`src/rtl/led_pattern_seq_if.sv`:
```
// rtl/led_pattern_seq_if.sv - button input and LED output bundle for led_pattern_seq
interface led_pattern_seq_if;
    logic       btn;
    logic [4:0] led;

    modport master (output btn, input led);
    modport slave  (input btn, output led);
endinterface

```
`src/rtl/led_pattern_seq.sv`:
```
// rtl/led_pattern_seq.sv - five-LED animated pattern sequencer with debounced mode button and PWM dimming
module led_pattern_seq_core #(
    parameter int CLK_HZ     = 12_000_000,
    parameter int STEP_HZ    = 8,
    parameter int DEB_CYCLES = 120_000,
    parameter int PWM_BITS   = 4,
    parameter int DUTY       = 16
) (
    input  logic             clk,
    input  logic             rstn,
    led_pattern_seq_if.slave io
);
    localparam int STEP_DIV = CLK_HZ / STEP_HZ;
    localparam int PRE_W    = (STEP_DIV > 1) ? $clog2(STEP_DIV) : 1;
    localparam int DEB_W    = (DEB_CYCLES > 1) ? $clog2(DEB_CYCLES) : 1;

    localparam logic [PRE_W-1:0]  PRE_LAST = PRE_W'(STEP_DIV - 1);
    localparam logic [DEB_W-1:0]  DEB_LAST = DEB_W'(DEB_CYCLES - 1);
    localparam logic [PWM_BITS:0] DUTY_CMP = (PWM_BITS + 1)'(DUTY);

    typedef enum logic [1:0] {
        MODE_ALL_ON = 2'd0,
        MODE_COUNT  = 2'd1,
        MODE_BOUNCE = 2'd2,
        MODE_BLINK  = 2'd3
    } mode_t;

    logic                sync1_q, sync1_d;
    logic                sync2_q, sync2_d;
    logic [DEB_W-1:0]    deb_cnt_q, deb_cnt_d;
    logic                btn_stable_q, btn_stable_d;
    logic [PRE_W-1:0]    presc_q, presc_d;
    mode_t               mode_q, mode_d;
    logic [4:0]          count_q, count_d;
    logic [2:0]          pos_q, pos_d;
    logic                dir_up_q, dir_up_d;
    logic                blink_q, blink_d;
    logic [PWM_BITS-1:0] pwm_cnt_q, pwm_cnt_d;
    logic [4:0]          led_q, led_d;

    logic                press;
    logic                tick;
    logic [4:0]          pat;
    logic                gate;

    always_ff @(posedge clk or negedge rstn) begin
        if (!rstn) begin
            sync1_q      <= 1'b0;
            sync2_q      <= 1'b0;
            deb_cnt_q    <= '0;
            btn_stable_q <= 1'b0;
            presc_q      <= '0;
            mode_q       <= MODE_ALL_ON;
            count_q      <= '0;
            pos_q        <= '0;
            dir_up_q     <= 1'b1;
            blink_q      <= 1'b1;
            pwm_cnt_q    <= '0;
            led_q        <= '0;
        end else begin
            sync1_q      <= sync1_d;
            sync2_q      <= sync2_d;
            deb_cnt_q    <= deb_cnt_d;
            btn_stable_q <= btn_stable_d;
            presc_q      <= presc_d;
            mode_q       <= mode_d;
            count_q      <= count_d;
            pos_q        <= pos_d;
            dir_up_q     <= dir_up_d;
            blink_q      <= blink_d;
            pwm_cnt_q    <= pwm_cnt_d;
            led_q        <= led_d;
        end
    end

    // The stable level only follows the synchronised button after DEB_CYCLES
    // consecutive disagreeing samples; any agreeing sample restarts the count.
    always_comb begin
        sync1_d      = io.btn;
        sync2_d      = sync1_q;
        deb_cnt_d    = deb_cnt_q;
        btn_stable_d = btn_stable_q;
        if (sync2_q == btn_stable_q) begin
            deb_cnt_d = '0;
        end else if (deb_cnt_q == DEB_LAST) begin
            btn_stable_d = sync2_q;
            deb_cnt_d    = '0;
        end else begin
            deb_cnt_d = deb_cnt_q + DEB_W'(1);
        end
    end

    assign press = btn_stable_d & ~btn_stable_q;

    // A press restarts the step timer and the animation of the new mode, so a
    // tick landing on the same cycle is dropped.
    always_comb begin
        mode_d   = mode_q;
        count_d  = count_q;
        pos_d    = pos_q;
        dir_up_d = dir_up_q;
        blink_d  = blink_q;
        tick     = (presc_q == PRE_LAST);
        presc_d  = tick ? '0 : presc_q + PRE_W'(1);
        if (press) begin
            case (mode_q)
                MODE_ALL_ON: mode_d = MODE_COUNT;
                MODE_COUNT:  mode_d = MODE_BOUNCE;
                MODE_BOUNCE: mode_d = MODE_BLINK;
                default:     mode_d = MODE_ALL_ON;
            endcase
            presc_d  = '0;
            count_d  = '0;
            pos_d    = '0;
            dir_up_d = 1'b1;
            blink_d  = 1'b1;
        end else if (tick) begin
            case (mode_q)
                MODE_COUNT: count_d = count_q + 5'd1;
                MODE_BOUNCE: begin
                    if (dir_up_q) begin
                        pos_d = pos_q + 3'd1;
                        if (pos_q == 3'd3) dir_up_d = 1'b0;
                    end else begin
                        pos_d = pos_q - 3'd1;
                        if (pos_q == 3'd1) dir_up_d = 1'b1;
                    end
                end
                MODE_BLINK: blink_d = ~blink_q;
                default: ;
            endcase
        end
    end

    always_comb begin
        case (mode_q)
            MODE_COUNT:  pat = count_q;
            MODE_BOUNCE: pat = 5'b00001 << pos_q;
            MODE_BLINK:  pat = {5{blink_q}};
            default:     pat = 5'b11111;
        endcase
        // Extra compare bit lets DUTY == 2**PWM_BITS mean permanently on.
        gate      = ({1'b0, pwm_cnt_q} < DUTY_CMP);
        pwm_cnt_d = pwm_cnt_q + PWM_BITS'(1);
        led_d     = pat & {5{gate}};
    end

    assign io.led = led_q;
endmodule

module led_pattern_seq #(
    parameter int CLK_HZ     = 12_000_000,
    parameter int STEP_HZ    = 8,
    parameter int DEB_CYCLES = 120_000,
    parameter int PWM_BITS   = 4,
    parameter int DUTY       = 16
) (
    input  logic clk,
    input  logic rstn,
    input  logic btn,
    output logic LED0,
    output logic LED1,
    output logic LED2,
    output logic LED3,
    output logic LED4
);
    led_pattern_seq_if io ();

    assign io.btn = btn;

    led_pattern_seq_core #(
        .CLK_HZ     (CLK_HZ),
        .STEP_HZ    (STEP_HZ),
        .DEB_CYCLES (DEB_CYCLES),
        .PWM_BITS   (PWM_BITS),
        .DUTY       (DUTY)
    ) u_core (
        .clk  (clk),
        .rstn (rstn),
        .io   (io)
    );

    assign LED0 = io.led[0];
    assign LED1 = io.led[1];
    assign LED2 = io.led[2];
    assign LED3 = io.led[3];
    assign LED4 = io.led[4];
endmodule
```
`config.mk`:
```
export PLATFORM = sky130hd
export DESIGN_NAME = led_pattern_seq
export DESIGN_NICKNAME = d
export VERILOG_FILES = /design/src/rtl/led_pattern_seq_if.sv /design/src/rtl/led_pattern_seq.sv
export SDC_FILE = /design/constraint.sdc
export NUM_CORES = 1
export LEC_CHECK = 0
export CAP_MARGIN = 20
export CORE_AREA = 3 3 81 83
export DETAILED_ROUTE_END_ITERATION = 10
export DIE_AREA = 0 0 84 86
export PLACE_DENSITY = 0.68
export SYNTH_ARGS = -nofsm -noshare
export SYNTH_HDL_FRONTEND = slang
export SYNTH_SLANG_ARGS = --single-unit
```
`constraint.sdc`:
```
create_clock -name clk -period 2.85 [get_ports clk]
set_clock_uncertainty 0.2 [all_clocks]
set_input_delay 0.7125 -clock clk [delete_from_list [all_inputs] [get_ports clk]]
set_output_delay 0.7125 -clock clk [all_outputs]
set_load 0.02 [all_outputs]
```
==> impl_metrics.py <==
metrics = {
    "worst_setup_path": {
        "cp.arrival_ns": 2.32,
        "crit_fanout": 12,
        "crit_required_ns": 2.90,
        "startpoint_type": "flip-flop",
        "path_class": "flip-flop to flip-flop",
        "worstSetupEndpointType": "flip-flop",
    },
    "global_routing": {
        "grt_pass1_vias": 2190,
        "antenna_found_initial": 0,
        "track_usage_pct": 17.32,
        "met2_usage_pct": 26.10,
        "gr-usage-met1_pct": 22.50,
        "gr-usage-met3_pct": 6.436,
        "grt-busiest-layer": "met2",
        "grt_max_degree": 59,
        "overflow": 0,
        "grt_pass1_wl_mm": 9.956,
    },
    "synth": {
        "syn-cell-area_mm2": 0.003074,
        "synthesis.nets": 324,
        "async_flop_share_pct": 100.0,
        "synth_edf_count": 0,
        "synth_top_cell_by_area": "dfrtp_1",
        "synth_seq_cells": 58,
        "synth_top_flop_cell": "dfrtp_1",
        "synth_common_cells": "dfrtp_1 (56), nor2_1 (34), nand2_1 (21), a21oi_1 (19), nand4_1 (18)",
        "synth.top_cell.area_share_pct": 45.58,
        "ys_seq_area_share_pct": 47.29,
        "ys_types": 45,
        "syn_area_per_cell_um2": 10.01,
        "synth_warnings": 0,
        "synth_most_common_cell": "dfrtp_1",
        "syn-instance-count": 307,
        "synth_area_leaders": "dfrtp_1 (46%), ha_1 (5.7%), xnor2_1 (4.8%)",
    },
    "placed_design": {
        "dp_hpwl_mm": 3.884,
        "pre_cts_ws_ns": 0.5700,
        "port_buffers": 7,
        "dpl_cell_area_mm2": 0.003233,
        "gp_congestion": 0.8026,
    },
    "power": {
        "p_leak_nw": 1.382,
        "power.total_mw": 1.601,
        "net-switching-power_mw": 0.3372,
        "pwr-share-clk_pct": 45.8,
        "swShare_pct": 21.06,
        "power_density_mw_per_mm2": 467.9,
        "internal_power_mw": 1.264,
        "power_frac_comb_pct": 2.2,
        "peakVddDrop_mv": 0.3384,
        "seqPwrFrac_pct": 52.0,
    },
    "sta": {
        "rsz0062_at_grt": "no",
        "setup_viol": 0,
        "worstMarginPinSlew_ns": 0.7382,
        "worst_slack_ns": 0.5875,
        "min_period_ns": 2.263,
        "hold_violations": 0,
        "fin_tns_setup_ns": 0,
        "min_period_over_period_pct": 79.39,
        "max_freq_ghz": 0.4420,
        "slew_headroom_pct": 50.38,
        "slew_viol_final": 0,
    },
    "cts": {
        "cts_buffer_depth": 2,
        "cts_sinks": 58,
        "cts_resized": 0,
        "cts_root_buf": "clkbuf_8",
        "cts_made_buffers": 9,
        "clk_latency_ns": 0.33,
        "postCtsSetupBuffers": 0,
        "cts.reportedPaths.clkPinSlew_ns": 0.07,
        "hold_buffers": 0,
        "cts_tree": "done",
        "htree_levels": 3,
    },
    "cells_and_area": {
        "final_nets": 338,
        "drive_gt1_share_pct": 10.43,
        "multi_input_comb_area_mm2": 0.001525,
        "diodes": 0,
        "postLayoutCellArea_mm2": 0.003422,
        "syn_to_final_growth_pct": 11.31,
        "num-fill-cells": 518,
        "register_area_mm2": 0.001454,
    },
    "routing": {
        "drt-initial-drc-count": 159,
        "totalWireLength_mm": 5.731,
        "drt-wirelength-per-cell_um": 14.29,
        "remaining_drc_errors": 0,
        "detail_route.vias_per_cell": 5.751,
        "detail-route-antenna-nets": 0,
        "first_pass_iters": 4,
        "num_vias": 2306,
    },
    "floorplanning": {
        "die_h_um": 86,
        "core_mm2": 0.005921,
        "rows": 28,
        "chipWidth_um": 84,
        "ios": 8,
        "initial_core_util_pct": 51.92,
        "die-area_mm2": 0.007224,
    },
    "run_status": {
        "outcome": "finished clean",
    },
    "worst_hold_path": {
        "min_path_type": "flip-flop to flip-flop",
    },
    "run": {
        "maxCapViolations": 0,
    },
}
## power groups by stage
stage	clock [mW]	sequential (mW)	combinational (mW)
2_1_floorplan	0	0.846	0.0116
3_3_place_gp	0	0.847	0.0364
3_5_place_dp	0	0.847	0.0369
4_1_cts	0.757	0.832	0.0370
5_1_grt	0.799	0.832	0.0411
6_report	0.734	0.832	0.0351
## registers in the layout, summed over array words and instances, names as in the netlist
signal	count
u_core.io.led	5
u_core.sync2_q	1
u_core.pos_q	3
u_core.mode_q	2
u_core.presc_q	21
u_core.dir_up_q	1
u_core.count_q	5
u_core.sync1_q	1
u_core.btn_stable_q	1
u_core.deb_cnt_q	17
u_core.blink_q	1
## stage by stage
step	util, %	hold slack (ns)	std cells
after floorplan	-	0.1312	307
after global placement	54.61	0.1457	385
after detailed placement	54.61	0.1433	385
after CTS	57.80	0.1673	401
after global routing	57.80	0.1757	401
final	57.80	0.1624	401
## layout make-up
| type | count | share of cell area (%) |
|---|---|---|
| Clock inverter | 3 | 1.170 |
| Multi-Input combinational cell | 229 | 44.57 |
| Timing Repair Buffer | 13 | 3.583 |
| Tap cell | 75 | 2.742 |
| Inverter | 10 | 1.097 |
| Clock buffer | 13 | 4.351 |
| Sequential cell | 58 | 42.49 |
## layout by cell type (no fill, tap or decap), drive strengths merged, types with 10 or more instances in the layout
cell type,count
a21oi,19
clkbuf,13
dfrtp,56
ha,14
inv,10
nand2,21
nand3,14
nand4,19
nor2,34
o21ai,10
xnor2,17
xor2,10
## worst paths after layout
kind / start / to / slack [ns] / cells past startpoint
min in group asynchronous: rstn / u_core.deb_cnt_q[7]$_DFF_PN0_ / 0.17 / 2
hold reg to reg: u_core.sync1_q$_DFF_PN0_ / u_core.sync2_q$_DFF_PN0_ / 0.16 / 0
setup reg to reg: u_core.deb_cnt_q[0]$_DFF_PN0_ / u_core.mode_q[0]$_DFFE_PN0P_ / 0.59 / 6
setup / recovery: u_core.deb_cnt_q[0]$_DFF_PN0_ / u_core.mode_q[0]$_DFFE_PN0P_ / 0.59 / 6
hold / removal: u_core.sync1_q$_DFF_PN0_ / u_core.sync2_q$_DFF_PN0_ / 0.16 / 0
max in group asynchronous: rstn / u_core.blink_q$_DFFE_PN1P_ / 1.98 / 2
## cells by family after synthesis
kind of cell	synth area share, %
flip-flops	47.29
AND/OR/NAND/NOR	24.58
multiplexers	1.058
XOR/XNOR	7.692
AO/OA/AOI/OAI	10.58
adder cells (fa/ha/maj)	5.698
buffers and inverters	3.093
## worst max-delay path, stage by stage (launching register included)
cell and delay (ns):
dfrtp_1 0.36, ha_1 0.21, nand2_1 0.14, or3_1 0.53
nor3_4 0.29, buf_4 0.24, mux2i_1 0.22
## per-layer routing
layer / part of all wire, % / wire length (µm)
met1: 50 / 2840
met2: 44 / 2532
met3: 4.3 / 247
met4: 2.0 / 112
met5: 0 / 0
Note: power is estimated with default switching activity, not from simulation.
